## src/rtl/cpu_types_pkg.sv

```systemverilog
// Shared CPU types: ALU opcodes, the decoded control word, and halt sequencing states.
package cpu_types_pkg;

  typedef enum logic [3:0] {
    ALU_SLL  = 4'd0,
    ALU_SRL  = 4'd1,
    ALU_ADD  = 4'd2,
    ALU_SUB  = 4'd3,
    ALU_AND  = 4'd4,
    ALU_OR   = 4'd5,
    ALU_XOR  = 4'd6,
    ALU_NOR  = 4'd7,
    ALU_SLT  = 4'd8,
    ALU_SLTU = 4'd9
  } aluop_t;

  typedef struct packed {
    aluop_t aluop;
    logic   RegDst;
    logic   RegWr;
    logic   ImmToReg;
    logic   DataRead;
    logic   DataWrite;
    logic   ShamToAlu;
    logic   ImmToAlu;
    logic   BrEq;
    logic   BrNeq;
    logic   Jump;
    logic   Jal;
    logic   Jr;
    logic   ExtOp;
    logic   Halt;
    logic   LinkedLoad;
    logic   StoreConditional;
  } ctrl_t;

  typedef enum logic [1:0] {
    RUN    = 2'd0,
    DRAIN  = 2'd1,
    HALTED = 2'd2
  } halt_state_t;

  localparam logic [4:0] REG_RA = 5'd31;

  function automatic logic [31:0] extend_imm(input logic [15:0] imm, input logic sign_ext);
    extend_imm = sign_ext ? {{16{imm[15]}}, imm} : {16'h0000, imm};
  endfunction

endpackage

```

## src/rtl/id_ex_latch_hazard_detect.sv

```systemverilog
// Load-use hazard detection between the load in EX and the instruction in ID.
module hazard_detect (
  input  logic       ex_valid,
  input  logic       ex_data_read,
  input  logic [4:0] ex_wsel,
  input  logic       id_valid,
  input  logic       id_imm_to_alu,
  input  logic       id_data_write,
  input  logic       id_br_eq,
  input  logic       id_br_neq,
  input  logic [4:0] id_rs,
  input  logic [4:0] id_rt,
  input  logic       flush,
  input  logic       run,
  output logic       load_use,
  output logic       stall_id
);

  logic uses_rt;

  always_comb begin
    // rt is a source for R-type ALU ops, stores (data) and branches (compare)
    uses_rt  = id_valid & (~id_imm_to_alu | id_data_write | id_br_eq | id_br_neq);
    load_use = ex_valid & ex_data_read & (ex_wsel != 5'd0) &
               ((ex_wsel == id_rs) | ((ex_wsel == id_rt) & uses_rt));
    stall_id = id_valid & load_use & run & ~flush;
  end

endmodule

```

## src/rtl/id_ex_latch.sv

```systemverilog
// ID/EX pipeline register with load-use bubble insertion and halt drain sequencing.
module id_ex_latch
  import cpu_types_pkg::*;
#(
  parameter int DRAIN_CYCLES = 3
) (
  input  logic        CLK,
  input  logic        nRST,
  input  logic        en,
  input  logic        flush,
  input  logic        id_valid,
  input  ctrl_t       id_ctrl,
  input  logic [31:0] id_pc4,
  input  logic [31:0] id_rdat1,
  input  logic [31:0] id_rdat2,
  input  logic [15:0] id_imm16,
  input  logic [4:0]  id_rs,
  input  logic [4:0]  id_rt,
  input  logic [4:0]  id_rd,
  input  logic [4:0]  id_shamt,
  output logic        ex_valid,
  output ctrl_t       ex_ctrl,
  output logic [31:0] ex_pc4,
  output logic [31:0] ex_rdat1,
  output logic [31:0] ex_rdat2,
  output logic [31:0] ex_imm32,
  output logic [4:0]  ex_shamt,
  output logic [4:0]  ex_rs,
  output logic [4:0]  ex_rt,
  output logic [4:0]  ex_wsel,
  output logic        stall_id,
  output logic        halted,
  output logic [1:0]  dbg_state
);

  localparam int CW = (DRAIN_CYCLES > 1) ? $clog2(DRAIN_CYCLES) : 1;
  localparam logic [CW-1:0] CNT_LAST = CW'(DRAIN_CYCLES - 1);

  logic          valid_q, valid_d;
  ctrl_t         ctrl_q, ctrl_d;
  logic [31:0]   pc4_q, pc4_d;
  logic [31:0]   rdat1_q, rdat1_d;
  logic [31:0]   rdat2_q, rdat2_d;
  logic [31:0]   imm32_q, imm32_d;
  logic [4:0]    shamt_q, shamt_d;
  logic [4:0]    rs_q, rs_d;
  logic [4:0]    rt_q, rt_d;
  logic [4:0]    wsel_q, wsel_d;
  logic          halted_q, halted_d;
  halt_state_t   state_q, state_d;
  logic [CW-1:0] cnt_q, cnt_d;

  logic load_use;
  logic capture;

  hazard_detect u_hazard (
    .ex_valid      (valid_q),
    .ex_data_read  (ctrl_q.DataRead),
    .ex_wsel       (wsel_q),
    .id_valid      (id_valid),
    .id_imm_to_alu (id_ctrl.ImmToAlu),
    .id_data_write (id_ctrl.DataWrite),
    .id_br_eq      (id_ctrl.BrEq),
    .id_br_neq     (id_ctrl.BrNeq),
    .id_rs         (id_rs),
    .id_rt         (id_rt),
    .flush         (flush),
    .run           (state_q == RUN),
    .load_use      (load_use),
    .stall_id      (stall_id)
  );

  assign capture = en & ~flush & id_valid & ~load_use & (state_q == RUN);

  // Datapath register next-state
  always_comb begin
    valid_d = valid_q;
    ctrl_d  = ctrl_q;
    pc4_d   = pc4_q;
    rdat1_d = rdat1_q;
    rdat2_d = rdat2_q;
    imm32_d = imm32_q;
    shamt_d = shamt_q;
    rs_d    = rs_q;
    rt_d    = rt_q;
    wsel_d  = wsel_q;
    if (capture) begin
      valid_d = 1'b1;
      ctrl_d  = id_ctrl;
      pc4_d   = id_pc4;
      rdat1_d = id_rdat1;
      rdat2_d = id_rdat2;
      imm32_d = extend_imm(id_imm16, id_ctrl.ExtOp);
      shamt_d = id_shamt;
      rs_d    = id_rs;
      rt_d    = id_rt;
      wsel_d  = id_ctrl.Jal ? REG_RA : (id_ctrl.RegDst ? id_rd : id_rt);
    end else if (en) begin
      valid_d = 1'b0;
      ctrl_d  = '0;
      pc4_d   = '0;
      rdat1_d = '0;
      rdat2_d = '0;
      imm32_d = '0;
      shamt_d = '0;
      rs_d    = '0;
      rt_d    = '0;
      wsel_d  = '0;
    end
  end

  // Halt FSM next-state; the counter only moves on advancing cycles
  always_comb begin
    state_d  = state_q;
    cnt_d    = cnt_q;
    halted_d = halted_q;
    if (en) begin
      case (state_q)
        RUN: begin
          if (capture && id_ctrl.Halt) begin
            state_d = DRAIN;
            cnt_d   = '0;
          end
        end
        DRAIN: begin
          if (cnt_q == CNT_LAST) begin
            state_d  = HALTED;
            halted_d = 1'b1;
          end else begin
            cnt_d = cnt_q + 1'b1;
          end
        end
        HALTED: begin
          halted_d = 1'b1;
        end
        default: begin
          state_d = RUN;
          cnt_d   = '0;
        end
      endcase
    end
  end

  always_ff @(posedge CLK or negedge nRST) begin
    if (!nRST) begin
      valid_q  <= 1'b0;
      ctrl_q   <= '0;
      pc4_q    <= '0;
      rdat1_q  <= '0;
      rdat2_q  <= '0;
      imm32_q  <= '0;
      shamt_q  <= '0;
      rs_q     <= '0;
      rt_q     <= '0;
      wsel_q   <= '0;
      halted_q <= 1'b0;
      state_q  <= RUN;
      cnt_q    <= '0;
    end else begin
      valid_q  <= valid_d;
      ctrl_q   <= ctrl_d;
      pc4_q    <= pc4_d;
      rdat1_q  <= rdat1_d;
      rdat2_q  <= rdat2_d;
      imm32_q  <= imm32_d;
      shamt_q  <= shamt_d;
      rs_q     <= rs_d;
      rt_q     <= rt_d;
      wsel_q   <= wsel_d;
      halted_q <= halted_d;
      state_q  <= state_d;
      cnt_q    <= cnt_d;
    end
  end

  assign ex_valid  = valid_q;
  assign ex_ctrl   = ctrl_q;
  assign ex_pc4    = pc4_q;
  assign ex_rdat1  = rdat1_q;
  assign ex_rdat2  = rdat2_q;
  assign ex_imm32  = imm32_q;
  assign ex_shamt  = shamt_q;
  assign ex_rs     = rs_q;
  assign ex_rt     = rt_q;
  assign ex_wsel   = wsel_q;
  assign halted    = halted_q;
  assign dbg_state = state_q;

endmodule
```

## config.mk

```make
export PLATFORM = sky130hd
export DESIGN_NAME = id_ex_latch
export DESIGN_NICKNAME = d
export VERILOG_FILES = /design/src/rtl/cpu_types_pkg.sv /design/src/rtl/id_ex_latch_hazard_detect.sv /design/src/rtl/id_ex_latch.sv
export SDC_FILE = /design/constraint.sdc
export NUM_CORES = 1
export LEC_CHECK = 0
export CAP_MARGIN = 20
export CORE_MARGIN = 5
export CORE_UTILIZATION = 39
export CTS_BUF_LIST = sky130_fd_sc_hd__clkbuf_16
export DETAILED_ROUTE_END_ITERATION = 6
export PLACE_DENSITY = 0.77
export REMOVE_ABC_BUFFERS = 1
export SYNTH_ARGS = -nofsm -noshare
export SYNTH_HDL_FRONTEND = slang
export SYNTH_SLANG_ARGS = --single-unit
```

## constraint.sdc

```tcl
create_clock -name CLK -period 2.2 [get_ports CLK]
set_clock_uncertainty 0.2 [all_clocks]
set_input_delay 0.44 -clock CLK [delete_from_list [all_inputs] [get_ports CLK]]
set_output_delay 0.44 -clock CLK [all_outputs]
set_load 0.01 [all_outputs]
```

== Word level (Yosys, flattened, before mapping) ==
Index checks and enable logic that the tools add are counted.
Word-level totals
  bits in registers: 174
  output and inout port bits: 173
  bits of input ports: 157
Cells by class
  bitwise gates (word level): 20
  reductions and logical operators: 8
  equal/unequal tests: 8
  muxes and demuxes: 25
  $add $sub $neg: 1
Operator list (number)
  two-way mux 32 bit: 6
  two-way mux 20 bit: 2
  two-way mux 5 bit: 7
  AND 1 bit: 12
  case mux 2 bit (3 select lines): 2
  == test 5 bit: 2
  two-way mux 2 bit: 4
  AND reduction 4 bit: 2
  != test 2 bit, second input constant: 3
  nonzero test 5 bit: 1
  == test 2 bit, second input constant: 2
  inverter 1 bit: 4
  OR 1 bit: 4
  nonzero test 2 bit: 2
  two-way mux 1 bit: 3
  AND reduction 3 bit: 1
  adder 2 x 1 -> 2 bit, second input constant: 1
  == test 2 x 1 -> 1 bit, second input constant: 1
  zero test 2 bit: 1
  case mux 1 bit (2 select lines): 1
  logical AND 1 bit: 1

== Depth between registers and ports, before layout ==
  depth in word-level cells: 14
  gate-level depth with buffers: 7
  mapped depth without buffers: 6

== By module ==
From an unflattened synthesis, not the netlist that was laid out.
Unflattened totals
  cells, all modules: 419
  area total of the unflattened synthesis: 6039.5 µm²
Modules (own cells, without submodules)
  id_ex_latch: instances 1, area an instance 5846.9 µm², cells each 398
  hazard_detect: instances 1, area an instance 192.7 µm², cells each 21

== Worst setup path before layout ==
Ideal clock, no wire load.
  kind: in2out
  start point: in id_ctrl[11] (netlist bit)
  end point: out stall_id
  stages: 6
  buffers on the path: 2
  arrival time: 1.688 ns
  slack: -0.128 ns
  data required time: 1.560 ns
  path through: or4b_1 -> nand3_1 -> o22a_1 -> buf_2 -> clkbuf_1 -> nor3_1
Between the ends
  longest elaborated chain between the ends: 10
Ends and longest elaborated chain
  start, declared: RTL line id_ex_latch.sv:12  | input ctrl_t id_ctrl,
  OR 1 bit (3 in series): RTL line id_ex_latch_hazard_detect.sv:23  | uses_rt = id_valid & (~id_imm_to_alu | id_data_write | id_br_eq | id_br_neq);
  AND 1 bit: RTL line id_ex_latch_hazard_detect.sv:23
  AND 1 bit: RTL line id_ex_latch_hazard_detect.sv:25  | ((ex_wsel == id_rs) | ((ex_wsel == id_rt) & uses_rt));
  OR 1 bit: RTL line id_ex_latch_hazard_detect.sv:25
  AND 1 bit: RTL line id_ex_latch_hazard_detect.sv:24  | load_use = ex_valid & ex_data_read & (ex_wsel != 5'd0) &
  AND 1 bit (3 in series): RTL line id_ex_latch_hazard_detect.sv:26  | stall_id = id_valid & load_use & run & ~flush;
  end, declared: RTL line id_ex_latch.sv:31  | output logic stall_id,
Every way passes these cells.

== Worst setup path after layout ==
  start point: reg wsel_q[3] (netlist: ex_wsel[3])
  end point: out stall_id
Between the ends
  longest elaborated chain between the ends: 7
Ends and longest elaborated chain
  start, declared: RTL line id_ex_latch.sv:48  | logic [4:0] wsel_q, wsel_d;
  start signal, assigned: RTL line id_ex_latch.sv:169  | wsel_q <= wsel_d;
  == test 5 bit: RTL line id_ex_latch_hazard_detect.sv:25
  AND 1 bit: RTL line id_ex_latch_hazard_detect.sv:25
  OR 1 bit: RTL line id_ex_latch_hazard_detect.sv:25
  AND 1 bit *: RTL line id_ex_latch_hazard_detect.sv:24
  AND 1 bit * (3 in series): RTL line id_ex_latch_hazard_detect.sv:26
Mark *: on every way between the ends. The rest lies on a longest branch, timed or not.

==> Flow_metrics.wiki <==
{| class="wikitable"
! Metric !! Value
|-
| Leading cell types by total area after synthesis || sky130_fd_sc_hd__dfrtp_1 51%, sky130_fd_sc_hd__a32o_1 19%, sky130_fd_sc_hd__a31o_1 16%
|-
| DIE WIDTH || about 150 um
|-
| Per-instance average area after synthesis || 12.31 sq um
|-
| Routed length per instance || 23.36 um
|-
| Clock-pin slew on the worst setup and hold paths || 0.06 ns
|-
| Commonest register cell after synthesis || sky130_fd_sc_hd__dfrtp_1
|-
| Post-synth top area share || between 50% and 60%
|-
| Leak || 0.005739 uW
|-
| Failing checks || negative setup slack
|-
| CORE AREA || 20,040 sq um
|-
| Placed cells || around 1,200
|-
| Buffer depth of the longest clock path || 2
|-
| Vias per std cell || 5.902
|-
| Met1 routing resource usage after global routing || 28.84%
|-
| Total of fill cells in the finished design || 1,429
|-
| CP max-delay cell || sky130_fd_sc_hd__or4_4
|-
| Count of warnings emitted by yosys || 0
|-
| Vertical die dimension || about 150 um
|-
| Initial Utilization || 39.19%
|-
| Power per Cell Area || 843.3 nW/um^2
|-
| Count of input and output buffers || 329
|-
| Met3 usage in global routing || 7.878%
|-
| Worst slew margin || between 70% and 80%
|-
| Synth-to-layout area growth || 74.90%
|-
| Post-layout util || 68.54%
|-
| Overall die area || between 20,000 and 25,000 sq um
|-
| Reg-to-reg setup timing slack || -0.24 ns
|-
| Hold/Removal Path Class || in2reg
|-
| Part of the Yosys area used for sequential elements || between 50 and 60%
|-
| Switching power || approximately 3400 uW
|-
| Critical Path Max Stage Delay || 0.57 ns
|-
| Pin count of the biggest net entering global routing || 78
|-
| RSZ-0062 raised after global routing || true
|-
| Via count of the first global-routing pass || 7,687
|-
| Max-slew violations || 0
|-
| Largest vdd supply drop || 0.5239 mV
|-
| Nature of the critical path endpoint || output port
|-
| Unique masters post-synth || 42
|-
| Post-route antenna net violation count || 0
|-
| Min Tclk post-route || 2.468 ns
|-
| Met2 Usage GRT || 38.80%
|-
| Clock latency reported for the late side of the worst-skew pair || approximately 0.42 ns
|-
| Global route total overflow || 0
|-
| Share of total power consumed by net switching || roughly 30%
|-
| Net count reported at finish || approximately 1,200
|-
| RePlAce Congestion || 0.7741
|-
| Number of failing setup endpoints in the final timing report || 154
|-
| Slew @ Worst Pin || about 0.44 ns
|-
| Required time of the critical path || 1.56 ns
|-
| Relative contribution of sequential cells to total power || 34.1%
|-
| Gate power share || 38.6%
|-
| CTS H-tree lvls || 4
|-
| Number of maximum-capacitance constraint violations || 0
|-
| Number of hold violations in the final report || 0
|-
| Peak-usage layer in the global routing report || met2
|-
| Row Count || 52
|-
| Place WS || -0.7822 ns
|-
| Synthesized instance count || 638
|-
| Crit share post-route || 112.2%
|-
| Number of enable flip-flop cells after synthesis || 0
|-
| Clock network fraction of design power || 27.3%
|-
| Fraction of layout cells with a size suffix above 1 || between 10% and 20%
|-
| Wire length of the first global-routing pass || approximately 44,000 um
|-
| Outcome || complete, but fails checks
|-
| Cell-internal power || 8136 uW
|-
| Non-filler cells, final || 1,300
|-
| Signal arrival time at the worst endpoint || roughly 1.8 ns
|-
| Final WL || about 30,000 um
|-
| Number of remaining DRC errors || 0
|-
| Most frequently used cell type in the post-synthesis netlist || sky130_fd_sc_hd__dfrtp_1
|-
| Smallest setup slack after layout || -0.2676 ns
|-
| Sum of net half-perimeters after detailed placement || 17,240 um
|-
| Global-route usage over all layers || approximately a quarter
|-
| Routed vias || around 7,700
|-
| Number of sinks driven by the clock tree || around 160
|-
| Async set-or-reset flop fraction in the synthesized netlist || 100.0%
|-
| Startpoint-to-endpoint class of the critical path || reg2out
|-
| Startpoint types || flop
|-
| Number of CTS-inserted buffers || 17
|-
| Crit path cell chain || or4_4, o211ai_4, nor3_2, buf_2
|-
| ANT cells || 0
|-
| Post-synth top area cell || sky130_fd_sc_hd__dfrtp_1
|-
| CTS tree || built
|-
| Violation count after the first detailed-route iteration || 548
|-
| IO Count || 330
|-
| Initial antenna violation count || 0
|-
| Register bit count reported by yosys || 159
|-
| Largest fanout of any net on the critical path || 4
|-
| Most frequent cells after synthesis || 159 x sky130_fd_sc_hd__dfrtp_1, 146 x sky130_fd_sc_hd__a31o_1, 146 x sky130_fd_sc_hd__a32o_1
|-
| Maximum clock frequency || just over 0.4 GHz
|-
| Initial DRT Pass Iterations || 5
|-
| Clock root buffer master || sky130_fd_sc_hd__clkbuf_16
|-
| Summed instance area of the synthesized netlist || 7853 sq um
|}
state kept, by name, summed over array words and instances (netlist names):
signal,count
ex_rt,5
ex_pc4,32
ex_ctrl,20
dbg_state,2
ex_wsel,5
ex_rs,5
halted,1
cnt_q,2
ex_rdat2,32
ex_imm32,17
ex_valid,1
ex_shamt,5
ex_rdat1,32
final timing paths:
| check | from | end | cells after the start |
|---|---|---|---|
| worst max-delay path | ex_wsel[3]$_DFFE_PN0P_ | stall_id | 4 |
| worst min-delay path | id_rt[4] | ex_rt[4]$_DFFE_PN0P_ | 2 |
| worst max register to register | ex_wsel[3]$_DFFE_PN0P_ | ex_rdat2[12]$_DFFE_PN0P_ | 9 |
| worst min register to register | halted$_DFFE_PN0P_ | halted$_DFFE_PN0P_ | 1 |
| max in group asynchronous | nRST | ex_ctrl[16]$_DFFE_PN0P_ | 3 |
| min in group asynchronous | nRST | ex_rt[1]$_DFFE_PN0P_ | 2 |
routing by layer:
layer | wire length [um] | vias up | share of wire (%)
met5 | 0 | - | 0
met4 | 1009 | 0 | 3.3
met3 | 2543 | 65 | 8.4
met2 | 14850 | 356 | 49
met1 | 11960 | 3810 | 39
li1 | - | 3442 | -
cells in the final DEF (no fill, tap or decap), types with 5 or more instances in the layout:
| cell | count |
|---|---|
| sky130_fd_sc_hd__xnor2_1 | 9 |
| sky130_fd_sc_hd__buf_16 | 13 |
| sky130_fd_sc_hd__mux2_2 | 6 |
| sky130_fd_sc_hd__a31o_1 | 146 |
| sky130_fd_sc_hd__dlygate4sd2_1 | 6 |
| sky130_fd_sc_hd__dfrtp_1 | 155 |
| sky130_fd_sc_hd__buf_12 | 29 |
| sky130_fd_sc_hd__buf_8 | 6 |
| sky130_fd_sc_hd__or3_1 | 5 |
| sky130_fd_sc_hd__clkdlybuf4s50_1 | 317 |
| sky130_fd_sc_hd__nand2_1 | 5 |
| sky130_fd_sc_hd__nor2b_1 | 8 |
| sky130_fd_sc_hd__o21ai_1 | 7 |
| sky130_fd_sc_hd__buf_4 | 51 |
| sky130_fd_sc_hd__buf_6 | 14 |
| sky130_fd_sc_hd__a32o_1 | 143 |
| sky130_fd_sc_hd__clkbuf_16 | 35 |
metrics by stage:
stage                     hold WS (ns)  TNS (ns)  instance area (sq um)  total power, uW
after detailed placement        0.1827    -84.33                  11730             8019
after CTS                       0.2746    -23.32                  13080            11460
final                           0.2085    -21.44                  13730            11580
after global placement          0.1879    -82.93                  11730             7914
after global routing            0.2313    -30.29                  13730            12140
after floorplan               -0.05559   -842.00                   7310             5640
critical path: cells and delay by family (launching register included):
| family | cells | cell delay (ns) |
|---|---|---|
| and+or+nand+nor | 2 | 0.62 |
| AOI/OAI and AO/OA | 1 | 0.23 |
| DFF | 1 | 0.43 |
| buffers and inverters | 1 | 0.14 |
timing repair:
item	4_1_cts	5_1_grt
hold buffers	1	0
pin swaps	6	132
gates resized for setup	44	64
hold endpoints to repair	35	0
gates cloned	17	19
endpoints found under the setup margin	172	176
setup buffers	14	19
area by class of cell:
type,instances,area (sq um),share of cell area (%)
Clock buffer,17,425.4,3.097
Clock inverter,14,192.7,1.403
Inverter,2,10.01,0.07288
Multi-Input combinational cell,376,3437,25.03
Sequential cell,159,3984,29.01
Tap cell,270,337.8,2.460
Timing Repair Buffer,462,5348,38.94
logic make-up after synthesis:
kind of cell	count (synthesis)	synth area share (%)
AOI/OAI and AO/OA	321	37.36
DFF	159	50.67
buffers and inverters	103	7.011
and+or+nand+nor	38	2.820
xor gates and xnor gates	10	1.115
muxes	6	0.8604
adders and majority gates	1	0.1593
power groups by stage:
stage | Clock [uW] | Sequential, uW | Combinational (uW)
after floorplan | 0 | 4270 | 1370
after global placement | 0 | 3950 | 3970
after detailed placement | 0 | 3990 | 4030
after CTS | 3220 | 3940 | 4300
after global routing | 3360 | 4030 | 4760
final | 3160 | 3950 | 4480
No activity file was read; power rests on OpenSTA's default activity.
